`src/rtl/rr_decode_arbiter.sv`:
```
// Round-robin arbiter driving a decoded one-hot select for N = 1<<IDX_W requesters.
// Optional forced release after MAX_HOLD cycles: define RR_DECODE_ARBITER_TIMEOUT_EN.
module rr_decode_arbiter #(
   parameter int IDX_W    = 3,
   parameter int MAX_HOLD = 16
) (
   input  logic                    clk,
   input  logic                    rst_n,
   input  logic [(1<<IDX_W)-1:0]   req,
   output logic                    gnt_valid,
   output logic [IDX_W-1:0]        gnt_idx,
   output logic [(1<<IDX_W)-1:0]   gnt_onehot,
   output logic                    busy,
   output logic                    timeout
);

   localparam int N = 1 << IDX_W;
   localparam logic [N-1:0] ONE = {{(N-1){1'b0}}, 1'b1};

   typedef enum logic {IDLE, GRANT} state_t;

   state_t           state;
   logic [IDX_W-1:0] ptr;
   logic [IDX_W-1:0] winner;
   logic [IDX_W-1:0] cand;
   logic             found;

`ifdef RR_DECODE_ARBITER_TIMEOUT_EN
   localparam int HC_W = (MAX_HOLD > 1) ? $clog2(MAX_HOLD) : 1;
   logic [HC_W-1:0] hold_cnt;
`endif

   // First requester at or after ptr, wrapping; index arithmetic wraps mod N naturally.
   // NOTE: every always_comb output gets a default first so no latch is inferred.
   always_comb begin
      winner = '0;
      found  = 1'b0;
      cand   = '0;
      for (int k = 0; k < N; k++) begin
         cand = ptr + IDX_W'(k);
         if (!found && req[cand]) begin
            winner = cand;
            found  = 1'b1;
         end
      end
   end

   // Both flags come straight from the state register, so they stay registered.
   assign gnt_valid = (state == GRANT);
   assign busy      = (state == GRANT);

   // NOTE: sequential state uses non-blocking assignments only.
   always_ff @(posedge clk or negedge rst_n) begin
      if (!rst_n) begin
         state      <= IDLE;
         ptr        <= '0;
         gnt_idx    <= '0;
         gnt_onehot <= '0;
`ifdef RR_DECODE_ARBITER_TIMEOUT_EN
         hold_cnt   <= '0;
         timeout    <= 1'b0;
`endif
      end else begin
`ifdef RR_DECODE_ARBITER_TIMEOUT_EN
         timeout <= 1'b0;
`endif
         case (state)
            IDLE: begin
               if (found) begin
                  state      <= GRANT;
                  gnt_idx    <= winner;
                  gnt_onehot <= ONE << winner;
`ifdef RR_DECODE_ARBITER_TIMEOUT_EN
                  hold_cnt   <= '0;
`endif
               end
            end
            GRANT: begin
               if (!req[gnt_idx]) begin
                  state      <= IDLE;
                  gnt_onehot <= '0;
                  ptr        <= gnt_idx + 1'b1;
               end
`ifdef RR_DECODE_ARBITER_TIMEOUT_EN
               else if (hold_cnt == HC_W'(MAX_HOLD - 1)) begin
                  state      <= IDLE;
                  gnt_onehot <= '0;
                  ptr        <= gnt_idx + 1'b1;
                  timeout    <= 1'b1;
               end else begin
                  hold_cnt <= hold_cnt + 1'b1;
               end
`endif
            end
            default: state <= IDLE;
         endcase
      end
   end

`ifndef RR_DECODE_ARBITER_TIMEOUT_EN
   assign timeout = 1'b0;
`endif

endmodule

```
`config.mk`:
```
export PLATFORM = sky130hd
export DESIGN_NAME = rr_decode_arbiter
export DESIGN_NICKNAME = d
export VERILOG_FILES = /design/src/rtl/rr_decode_arbiter.sv
export SDC_FILE = /design/constraint.sdc
export NUM_CORES = 1
export LEC_CHECK = 0
export ABC_CLOCK_PERIOD_IN_PS = 7600
export CAP_MARGIN = 20
export CORE_UTILIZATION = 41
export DETAILED_ROUTE_END_ITERATION = 8
export PLACE_DENSITY = 0.71
export SYNTH_ARGS = -nofsm -noshare
export SYNTH_HDL_FRONTEND = slang
export SYNTH_SLANG_ARGS = --single-unit
```
`constraint.sdc`:
```
create_clock -name clk -period 7.6 [get_ports clk]
set_input_delay 1.52 -clock clk [delete_from_list [all_inputs] [get_ports clk]]
set_output_delay 1.52 -clock clk [all_outputs]
set_load 0.005 [all_outputs]
```
==> metrics.csv, run 1 <==
stage,metric,value,unit
status,outcome,completed,
yosys,Synth async-reset ratio,1.000,
placement,Inst Count DP,228,
route,DR vias/cell,6.698,
timing,fin crit period,4778,ps
route,final wirelength,4.371,mm
critical_path,crit path cell chain,"clkinv_1, ha_1, mux2_2, mux4_2, o32a_1, nor4_4, a41o_2, and2_1, a32o_1",
placement,IO Port Bufs,22,
critical_path,worst r2r path cells,9,
route,via count,1554,
power_and_ir_drop,Cell Pwr Density,544.9,nW/µm²
power_and_ir_drop,Max VDD drop,0.2874,mV
timing,Slew headroom,0.4102,
yosys,Mapped Area,1732,µm²
critical_path,"Arr. time, crit path",4960,ps
placement,Placed Area,1942,µm²
critical_path,FF-to-FF setup slack,2820,ps
global_routing,vias in the first global route,1433,
floorplan,Die X,66.99,µm
critical_path,Max stage delay on crit path,920,ps
critical_path,Reg-to-Reg Start,ptr[0],
global_routing,total track usage,0.2099,
route,DR pass1 iterations,5,
floorplan,io pins,24,
global_routing,total grt overflow,0,
timing,Final period util,0.6287,
cts,Clock transition at path regs,60,ps
timing,Slew @ Worst Pin,884.7,ps
yosys,number of synthesized flops with an enable pin,0,
yosys,"flops & latches, synth",15,
cells_and_area,Synth-to-Final Area Change,14.74,%
placement,gpl congestion,0.9178,
cells_and_area,layout cell share with drive strength beyond 1,0.2143,
critical_path,Critical-path top delay cell,dfrtp_1,
worst_hold_path,hold endpoint,gnt_onehot[1],
timing,clk_skew,2.796,ps
critical_path,Crit. End Element,flop,
cells_and_area,final non-filler cell total,232,
global_routing,first-pass GRT wire length,7.155,mm
yosys,Ys Warns,0,
placement,hpwl dp,3.219,mm
cts,htree depth,1,
critical_path,type of the worst setup path,flop to flop,
cts,CTS root buffer,clkbuf_8,
worst_hold_path,HP Start,gnt_onehot[1],
yosys,Mapped Nets,183,
worst_hold_path,hold path cells,1,
floorplan,core footprint,4029,µm²
floorplan,Die ar.,4488,µm²
floorplan,row count,23,
timing,# setup viols final,0,
timing,FMAX,209.3,MHz
timing,endpoints failing hold,0,
route,Post-route DRC,0,
cts,post-CTS setup buffer count,0,
cells_and_area,area of the multi-input gates,1261,µm²
critical_path,Worst Setup Start Kind,flop,
yosys,count of cell types in the netlist,47,
cts,hold bufs inserted after CTS,0,
cts,Resize count post-CTS,0,
critical_path,RR Endpoint,gnt_onehot[0],
critical_path,Crit Path Max Fanout,26,
route,initial DRC count,96,
cts,CTS Buf Count,3,
job,# Max-Cap Violations,0,
yosys,Avg Synthesized Cell Area,10.19,µm²
timing,total negative slack,0,ps
cts,Worst-Skew Late Latency,250,ps
cells_and_area,"commonest non-fill, non-tap cell in the layout",clkdlybuf4s50_1,
cells_and_area,cell area after layout,1987,µm²
yosys,dominant synthesized flop cell,dfrtp_1,
route,Final ANT Viol Nets,0,
timing,"Slew Viols, Final",0,
cells_and_area,"commonest cells after routing, fill and taps aside","22 x clkdlybuf4s50_1, 16 x mux4_2, 16 x nand2_1",
yosys,sequential share of the synthesized area,0.2168,
yosys,post-synthesis cell count,170,
cells_and_area,fin nets,196,
cells_and_area,Antenna Cells,0,
critical_path,CP required,7780,ps
cts,buffer depth of the longest clock path,2,
timing,RSZ-0062 raised after global routing,false,
power_and_ir_drop,LEAKAGE,0.0007370,µW
route,drt wl/cell,18.84,µm
cts,# clock sinks,15,
global_routing,largest net degree at the start of global routing,27,
worst_hold_path,Hold Path Class,flop to flop,
floorplan,DIE HEIGHT,66.99,µm
cells_and_area,Storage cell area,375.4,µm²
cells_and_area,Filler cells,360,
global_routing,initial antenna violation count,0,
floorplan,Starting Density,0.4298,
cts,CTS tree,yes,
power_and_ir_drop,Final Total Pwr,1083,µW
-- layout make-up --
cell class	instances	share of cell area
multi-input cells	136	0.6348
inverters	4	0.007557
clock buffers	4	0.02267
flip-flops and latches	15	0.1889
well taps	50	0.03149
repair buffers	23	0.1146
-- metrics by stage --
stage / hold WS (ps) / setup WS [ps] / utilization
after global placement: 481.5 / 3054 / 0.4820
final: 488.4 / 2822 / 0.4932
after CTS: 493.3 / 2854 / 0.4932
after detailed placement: 480.1 / 2863 / 0.4820
after global routing: 506.2 / 2508 / 0.4932
after floorplan: 489.3 / 3795 / -
-- registers in the layout (all words and copies together) (netlist names) --
signal	cells
gnt_onehot	8
gnt_idx	3
ptr	3
busy	1
-- synthesized netlist by cell type, types with 3 or more instances --
master     n  area (µm²)
mux2i_1    7       70.07
nand2_1   16       60.06
ha_1       3       37.54
mux4_2    16       360.4
o21ai_0    8       40.04
dfrtp_1   15       375.4
a32o_1     8       80.08
clkbuf_1   7       26.28
nand2b_1   3       18.77
inv_1      3       11.26
mux2_2    12       135.1
buf_2      4       20.02
xor2_1     3       26.28
a21oi_1    9       45.04
nor2_1     3       11.26
nand3_1    8       40.04
buf_4      3       22.52
nor2b_1    3       18.77
a221o_1    5       50.05
-- power by group --
part | switching [µW] | internal [µW] | total (µW)
Clock | 26.0 | 37.1 | 63.1
Sequential | 64.7 | 109 | 174
Combinational | 439 | 407 | 846
-- per-layer routing --
metal  wire, µm  GRT usage  share of wire
met1       1999     0.2944           0.46
met2       2138     0.3472           0.49
met3        211    0.02055          0.048
met4         22    0.04521         0.0050
met5          0          0              0
-- worst max-delay path by stage --
stage / from / to / slack, ps
detailed placement: ptr[0] / gnt_onehot[2] / 2860
floorplan: ptr[1] / gnt_onehot[4] / 3790
finish: ptr[0] / gnt_onehot[0] / 2820
global route: ptr[0] / gnt_onehot[4] / 2510
global placement: req[6] / gnt_onehot[4] / 3050
CTS: ptr[0] / gnt_onehot[0] / 2850
-- critical path, delay by kind of cell (launching register included) --
family                   cells  cell delay, ps
adder cells (fa/ha/maj)      1             780
AND/OR/NAND/NOR              2             700
multiplexers                 2             920
buffers and inverters        1             510
AO/OA/AOI/OAI                3             890
flip-flops                   1             920
-- kinds of logic (layout without fill, tap and decap cells) --
group,count (synthesis),count (layout),synth area share
buf+inv,19,31,0.05491
flops,15,15,0.2168
compound gates,48,48,0.2153
fa+ha+maj,3,3,0.02168
xor+xnor,5,5,0.02529
mux,35,35,0.3266
other cells,1,1,0.002166
simple gates,44,44,0.1373
No activity file was read; power rests on OpenSTA's default activity.
==> run 2: changes to the inputs <==
ABC_CLOCK_PERIOD_IN_PS = 4950   (was 7600)
clock period = 4.95 ns   (was 7.6 ns; I/O delays follow)
==> metrics.csv, run 2 (same netlist as run 1, synthesis figures left out) <==
stage,metric,value,unit,change
status,outcome,completed,,
route,via count,1528,,-1.7%
timing,clk_skew,2.367,ps,-0.4291 ps
cts,Clock transition at path regs,60,ps,about the same
timing,Slew headroom,0.4987,,+0.08845
critical_path,Reg-to-Reg Start,ptr[0],,
cts,Worst-Skew Late Latency,240,ps,about the same
cts,buffer depth of the longest clock path,2,,unchanged
power_and_ir_drop,LEAKAGE,0.0007446,µW,+1.0%
cells_and_area,layout cell share with drive strength beyond 1,0.2240,,+0.009758
route,initial DRC count,111,,+16%
cells_and_area,"commonest non-fill, non-tap cell in the layout",clkdlybuf4s50_1,,
cells_and_area,fin nets,197,,+0.51%
route,Final ANT Viol Nets,0,,unchanged
timing,Slew @ Worst Pin,752.0,ps,-132.7 ps
critical_path,Crit. End Element,flop,,
critical_path,type of the worst setup path,flop to flop,,
cts,CTS Buf Count,3,,unchanged
cells_and_area,cell area after layout,1996,µm²,+0.44%
cts,hold bufs inserted after CTS,0,,unchanged
placement,hpwl dp,3.151,mm,-2.1%
cells_and_area,"commonest cells after routing, fill and taps aside","22 x clkdlybuf4s50_1, 16 x mux4_2, 16 x nand2_1",,
worst_hold_path,hold endpoint,gnt_onehot[3],,
cts,post-CTS setup buffer count,0,,unchanged
critical_path,FF-to-FF setup slack,1030,ps,-1790 ps
cells_and_area,Filler cells,384,,+6.7%
floorplan,core footprint,4029,µm²,unchanged
worst_hold_path,hold path cells,1,,unchanged
timing,fin crit period,3918,ps,-860.2 ps
global_routing,initial antenna violation count,0,,unchanged
critical_path,Critical-path top delay cell,ha_1,,
worst_hold_path,Hold Path Class,flop to flop,,
critical_path,Max stage delay on crit path,770,ps,-150 ps
power_and_ir_drop,Final Total Pwr,1670,µW,+54%
critical_path,Crit Path Max Fanout,14,,-46%
critical_path,"Arr. time, crit path",4100,ps,-860 ps
route,final wirelength,4.307,mm,-1.5%
cts,CTS tree,yes,,
floorplan,Die X,66.99,µm,unchanged
critical_path,CP required,5130,ps,-2650 ps
power_and_ir_drop,Cell Pwr Density,837.0,nW/µm²,+54%
cells_and_area,max reg flops,8,,unchanged
floorplan,row count,23,,unchanged
cts,# clock sinks,15,,unchanged
global_routing,total grt overflow,0,,unchanged
critical_path,Worst Setup Start Kind,flop,,
cts,Resize count post-CTS,0,,unchanged
timing,# setup viols final,0,,unchanged
global_routing,vias in the first global route,1498,,+4.5%
critical_path,crit path cell chain,"clkinv_1, ha_1, mux2_2, mux4_2, o32a_1, nor4_4, a41o_2, and2_1, a32o_1",,
global_routing,first-pass GRT wire length,7.182,mm,+0.38%
global_routing,total track usage,0.2102,,+0.0002864
timing,"Slew Viols, Final",0,,unchanged
route,DR pass1 iterations,4,,-1
critical_path,RR Endpoint,gnt_onehot[4],,
cells_and_area,area of the multi-input gates,1261,µm²,unchanged
route,Post-route DRC,0,,unchanged
global_routing,largest net degree at the start of global routing,26,,-3.7%
worst_hold_path,HP Start,gnt_onehot[3],,
timing,endpoints failing hold,0,,unchanged
timing,FMAX,255.3,MHz,+22%
cts,htree depth,1,,unchanged
cells_and_area,Top Registers,"gnt_onehot: 8 flops, gnt_idx: 3 flops, ptr: 3 flops",,
placement,gpl congestion,0.9167,,-0.12%
floorplan,Starting Density,0.4298,,unchanged
floorplan,io pins,24,,unchanged
floorplan,DIE HEIGHT,66.99,µm,unchanged
cts,CTS root buffer,clkbuf_8,,
placement,IO Port Bufs,22,,unchanged
cells_and_area,Storage cell area,375.4,µm²,unchanged
job,# Max-Cap Violations,0,,unchanged
timing,Final period util,0.7914,,+0.1628
cells_and_area,Antenna Cells,0,,unchanged
cells_and_area,Largest Register,gnt_onehot,,
cells_and_area,Util after Layout,0.4953,,+0.002174
floorplan,Die ar.,4488,µm²,unchanged
cells_and_area,Synth-to-Final Area Change,15.25,%,
placement,Placed Area,1949,µm²,+0.39%
route,drt wl/cell,18.48,µm,-1.9%
critical_path,worst r2r path cells,9,,unchanged
timing,total negative slack,0,ps,unchanged
power_and_ir_drop,Max VDD drop,0.4729,mV,+65%
route,DR vias/cell,6.558,,-2.1%
timing,RSZ-0062 raised after global routing,false,,
==> run 2: cell count changes in the layout (fill, tap and decap cells not counted), sizes merged <==
cell    change
buf         +1
clkinv      +1
clkbuf      -1
==> run 2: through the flow <==
stage / setup slack (ps) / hold WS, ps / cells
after global placement: 1006 / 482.0 / 229
after global routing: 786.7 / 521.3 / 233
after floorplan: 1145 / 489.3 / 170
after detailed placement: 852.1 / 485.3 / 229
after CTS: 1053 / 498.4 / 233
final: 1032 / 493.1 / 233
==> run 2: layout make-up <==
class | instances | share of cell area
Multi-Input combinational cell | 136 | 0.6320
Tap cell | 50 | 0.03135
Clock inverter | 1 | 0.002508
Sequential cell | 15 | 0.1881
Timing Repair Buffer | 24 | 0.1179
Clock buffer | 3 | 0.02069
Inverter | 4 | 0.007524
==> run 2: worst max-delay path by stage <==
| stage | from | to | cells after the start |
|---|---|---|---|
| finish | ptr[0] | gnt_onehot[4] | 9 |
| CTS | ptr[0] | gnt_onehot[4] | 9 |
| global placement | req[7] | gnt_onehot[4] | 8 |
| detailed placement | req[6] | gnt_onehot[4] | 8 |
| floorplan | ptr[1] | gnt_onehot[4] | 12 |
| global route | ptr[0] | gnt_onehot[1] | 9 |
==> run 2: critical path: cells and delay by family (launching register included) <==
kind | cells | cell delay [ps]
AOI/OAI and AO/OA | 3 | 890
adders and majority gates | 1 | 770
DFF | 1 | 350
and+or+nand+nor | 2 | 690
buffers and inverters | 1 | 250
muxes | 2 | 910
==> run 2: power breakdown <==
group / total, µW / internal, µW / switching (µW)
Combinational: 1340 / 630 / 712
Clock: 94.5 / 55.6 / 38.9
Sequential: 234 / 168 / 65.8
Total: 1670 / 853 / 817
==> run 2: per-layer routing <==
metal | vias up | track usage | part of all wire
li1 | 706 | - | -
met1 | 754 | 0.2877 | 0.43
met2 | 59 | 0.3346 | 0.49
met3 | 9 | 0.03253 | 0.065
met4 | 0 | 0.07181 | 0.017
met5 | - | 0 | 0
==> run 3: changes to the inputs <==
ABC_CLOCK_PERIOD_IN_PS = 3910   (was 4950)
clock period = 3.91 ns   (was 4.95 ns; I/O delays follow)
==> metrics.csv, run 3 (same netlist as run 1, synthesis figures left out) <==
stage,metric,value,unit,change
status,outcome,completed,,
route,Final ANT Viol Nets,0,,unchanged
placement,IO Port Bufs,22,,unchanged
cts,post-CTS setup buffer count,0,,unchanged
timing,clk_skew,1.279,ps,-1.089 ps
critical_path,"Buf+Inv Stages, Crit Path",1,,unchanged
critical_path,"Arr. time, crit path",3710,ps,-390 ps
route,initial DRC count,155,,+40%
route,DR pass1 iterations,4,,unchanged
critical_path,Worst Setup Start Kind,input pin,,
timing,Slew @ Worst Pin,760.0,ps,+7.990 ps
job,# Max-Cap Violations,0,,unchanged
timing,Slew headroom,0.4933,,-0.005326
floorplan,DIE HEIGHT,66.99,µm,unchanged
cts,CTS tree,yes,,
floorplan,Starting Density,0.4298,,unchanged
cells_and_area,Largest Register,gnt_onehot,,
worst_hold_path,Hold Path Class,flop to flop,,
cells_and_area,fin nets,203,,+3.0%
timing,"Slew Viols, Final",0,,unchanged
global_routing,total grt overflow,0,,unchanged
route,via count,1565,,+2.4%
critical_path,Max stage delay on crit path,560,ps,-210 ps
cts,CTS root buffer,clkbuf_8,,
route,drt wl/cell,19.39,µm,+4.9%
timing,endpoints failing hold,0,,unchanged
power_and_ir_drop,Max VDD drop,0.6683,mV,+41%
power_and_ir_drop,internal power,1100,µW,+29%
floorplan,row count,23,,unchanged
cts,buffer depth of the longest clock path,2,,unchanged
power_and_ir_drop,Logic pwr share,0.808,,+0.005
cts,hold bufs inserted after CTS,0,,unchanged
placement,gpl congestion,0.9436,,+2.9%
critical_path,Critical-path top delay cell,clkdlybuf4s50_1,,
cts,Resize count post-CTS,0,,unchanged
global_routing,first-pass GRT wire length,7.645,mm,+6.4%
cts,# clock sinks,15,,unchanged
timing,FMAX,283.2,MHz,
cts,Clock transition at path regs,60,ps,about the same
global_routing,total track usage,0.2325,,+0.02228
timing,total negative slack,0,ps,unchanged
floorplan,Die X,66.99,µm,unchanged
cells_and_area,Antenna Cells,0,,unchanged
route,Post-route DRC,0,,unchanged
global_routing,largest net degree at the start of global routing,26,,unchanged
floorplan,Die ar.,4488,µm²,unchanged
power_and_ir_drop,switching pwr,1071,µW,+31%
critical_path,Worst setup startpoint,req[2],,
critical_path,Crit. End Element,flop,,
critical_path,CP required,4090,ps,-1040 ps
worst_hold_path,HP Start,gnt_onehot[4],,
critical_path,crit path cell chain,"clkdlybuf4s50_1, mux2_2, mux4_2, o32a_1, nor4_4, a41o_2, and2_1, a32o_1",,
cells_and_area,Util after Layout,0.5065,,+0.01118
critical_path,Crit Path Max Fanout,10,,-4
global_routing,initial antenna violation count,0,,unchanged
power_and_ir_drop,Cell Pwr Density,1064,nW/µm²,+27%
placement,hpwl dp,3.499,mm,+11%
cells_and_area,max reg flops,8,,unchanged
critical_path,type of the worst setup path,input pin to flop,,
timing,fin crit period,3532,ps,
global_routing,vias in the first global route,1497,,-0.067%
cts,Worst-Skew Late Latency,240,ps,about the same
critical_path,CP top delay family,compound AO/OA/AOI/OAI gates,,
floorplan,io pins,24,,unchanged
power_and_ir_drop,clock power share,0.055,,-0.002
cells_and_area,Top Registers,"gnt_onehot: 8 flops, gnt_idx: 3 flops, ptr: 3 flops",,
route,final wirelength,4.634,mm,+7.6%
power_and_ir_drop,LEAKAGE,0.0007734,µW,+3.9%
route,DR vias/cell,6.548,,-0.15%
timing,Final period util,0.9032,,
power_and_ir_drop,Switching Fraction,0.4931,,+0.003923
cells_and_area,"commonest non-fill, non-tap cell in the layout",clkdlybuf4s50_1,,
floorplan,core footprint,4029,µm²,unchanged
cts,htree depth,1,,unchanged
cells_and_area,Synth-to-Final Area Change,17.85,%,
cells_and_area,"commonest cells after routing, fill and taps aside","22 x clkdlybuf4s50_1, 16 x mux4_2, 16 x nand2_1",,
cts,CTS Buf Count,3,,unchanged
critical_path,Reg-to-Reg Start,ptr[0],,
cells_and_area,layout cell share with drive strength beyond 1,0.2487,,+0.02463
timing,# setup viols final,0,,unchanged
timing,RSZ-0062 raised after global routing,false,,
power_and_ir_drop,Seq pwr share,0.137,,-0.003
run 3: path summary, 6_finish.rpt:
check,to,slack [ps],cells past startpoint
max,gnt_onehot[0],380,8
min,gnt_onehot[4],490,1
max reg2reg,gnt_onehot[0],540,9
min reg2reg,gnt_onehot[4],490,1
max in group asynchronous,gnt_idx[2],2570,1
min in group asynchronous,gnt_onehot[7],930,1
run 3: layout make-up:
class	count	area [µm²]
Multi-Input combinational cell	136	1261
Tap cell	50	62.56
Clock buffer	3	41.29
Timing Repair Buffer	30	280.3
Fill cell	378	1988
Clock inverter	1	5.005
Inverter	4	15.01
Sequential cell	15	375.4
run 3: stage by stage:
step | cells | setup WS, ps | hold slack, ps | cell area (µm²) | total power [µW]
final | 239 | 378.3 | 489.7 | 2041 | 2171
after global routing | 239 | 184.5 | 516.2 | 2041 | 2365
after CTS | 239 | 395.2 | 493.3 | 2041 | 2153
after detailed placement | 235 | 147.2 | 480.0 | 1994 | 2021
after global placement | 235 | 278.3 | 480.4 | 1994 | 1961
after floorplan | 170 | 104.8 | 486.4 | 1732 | 1624
run 3: metal layers:
layer  GRT usage  wire length, µm
met5           0                0
met4     0.06915               69
met3     0.02226              374
met2      0.3662             2210
met1      0.3344             1980
run 3: power groups by stage:
stage | clock network (µW) | logic, µW | registers [µW]
2_1_floorplan | 0 | 1370 | 259
3_5_place_dp | 0 | 1720 | 299
4_1_cts | 124 | 1730 | 295
5_1_grt | 129 | 1930 | 307
6_report | 120 | 1750 | 297
3_3_place_gp | 0 | 1660 | 297
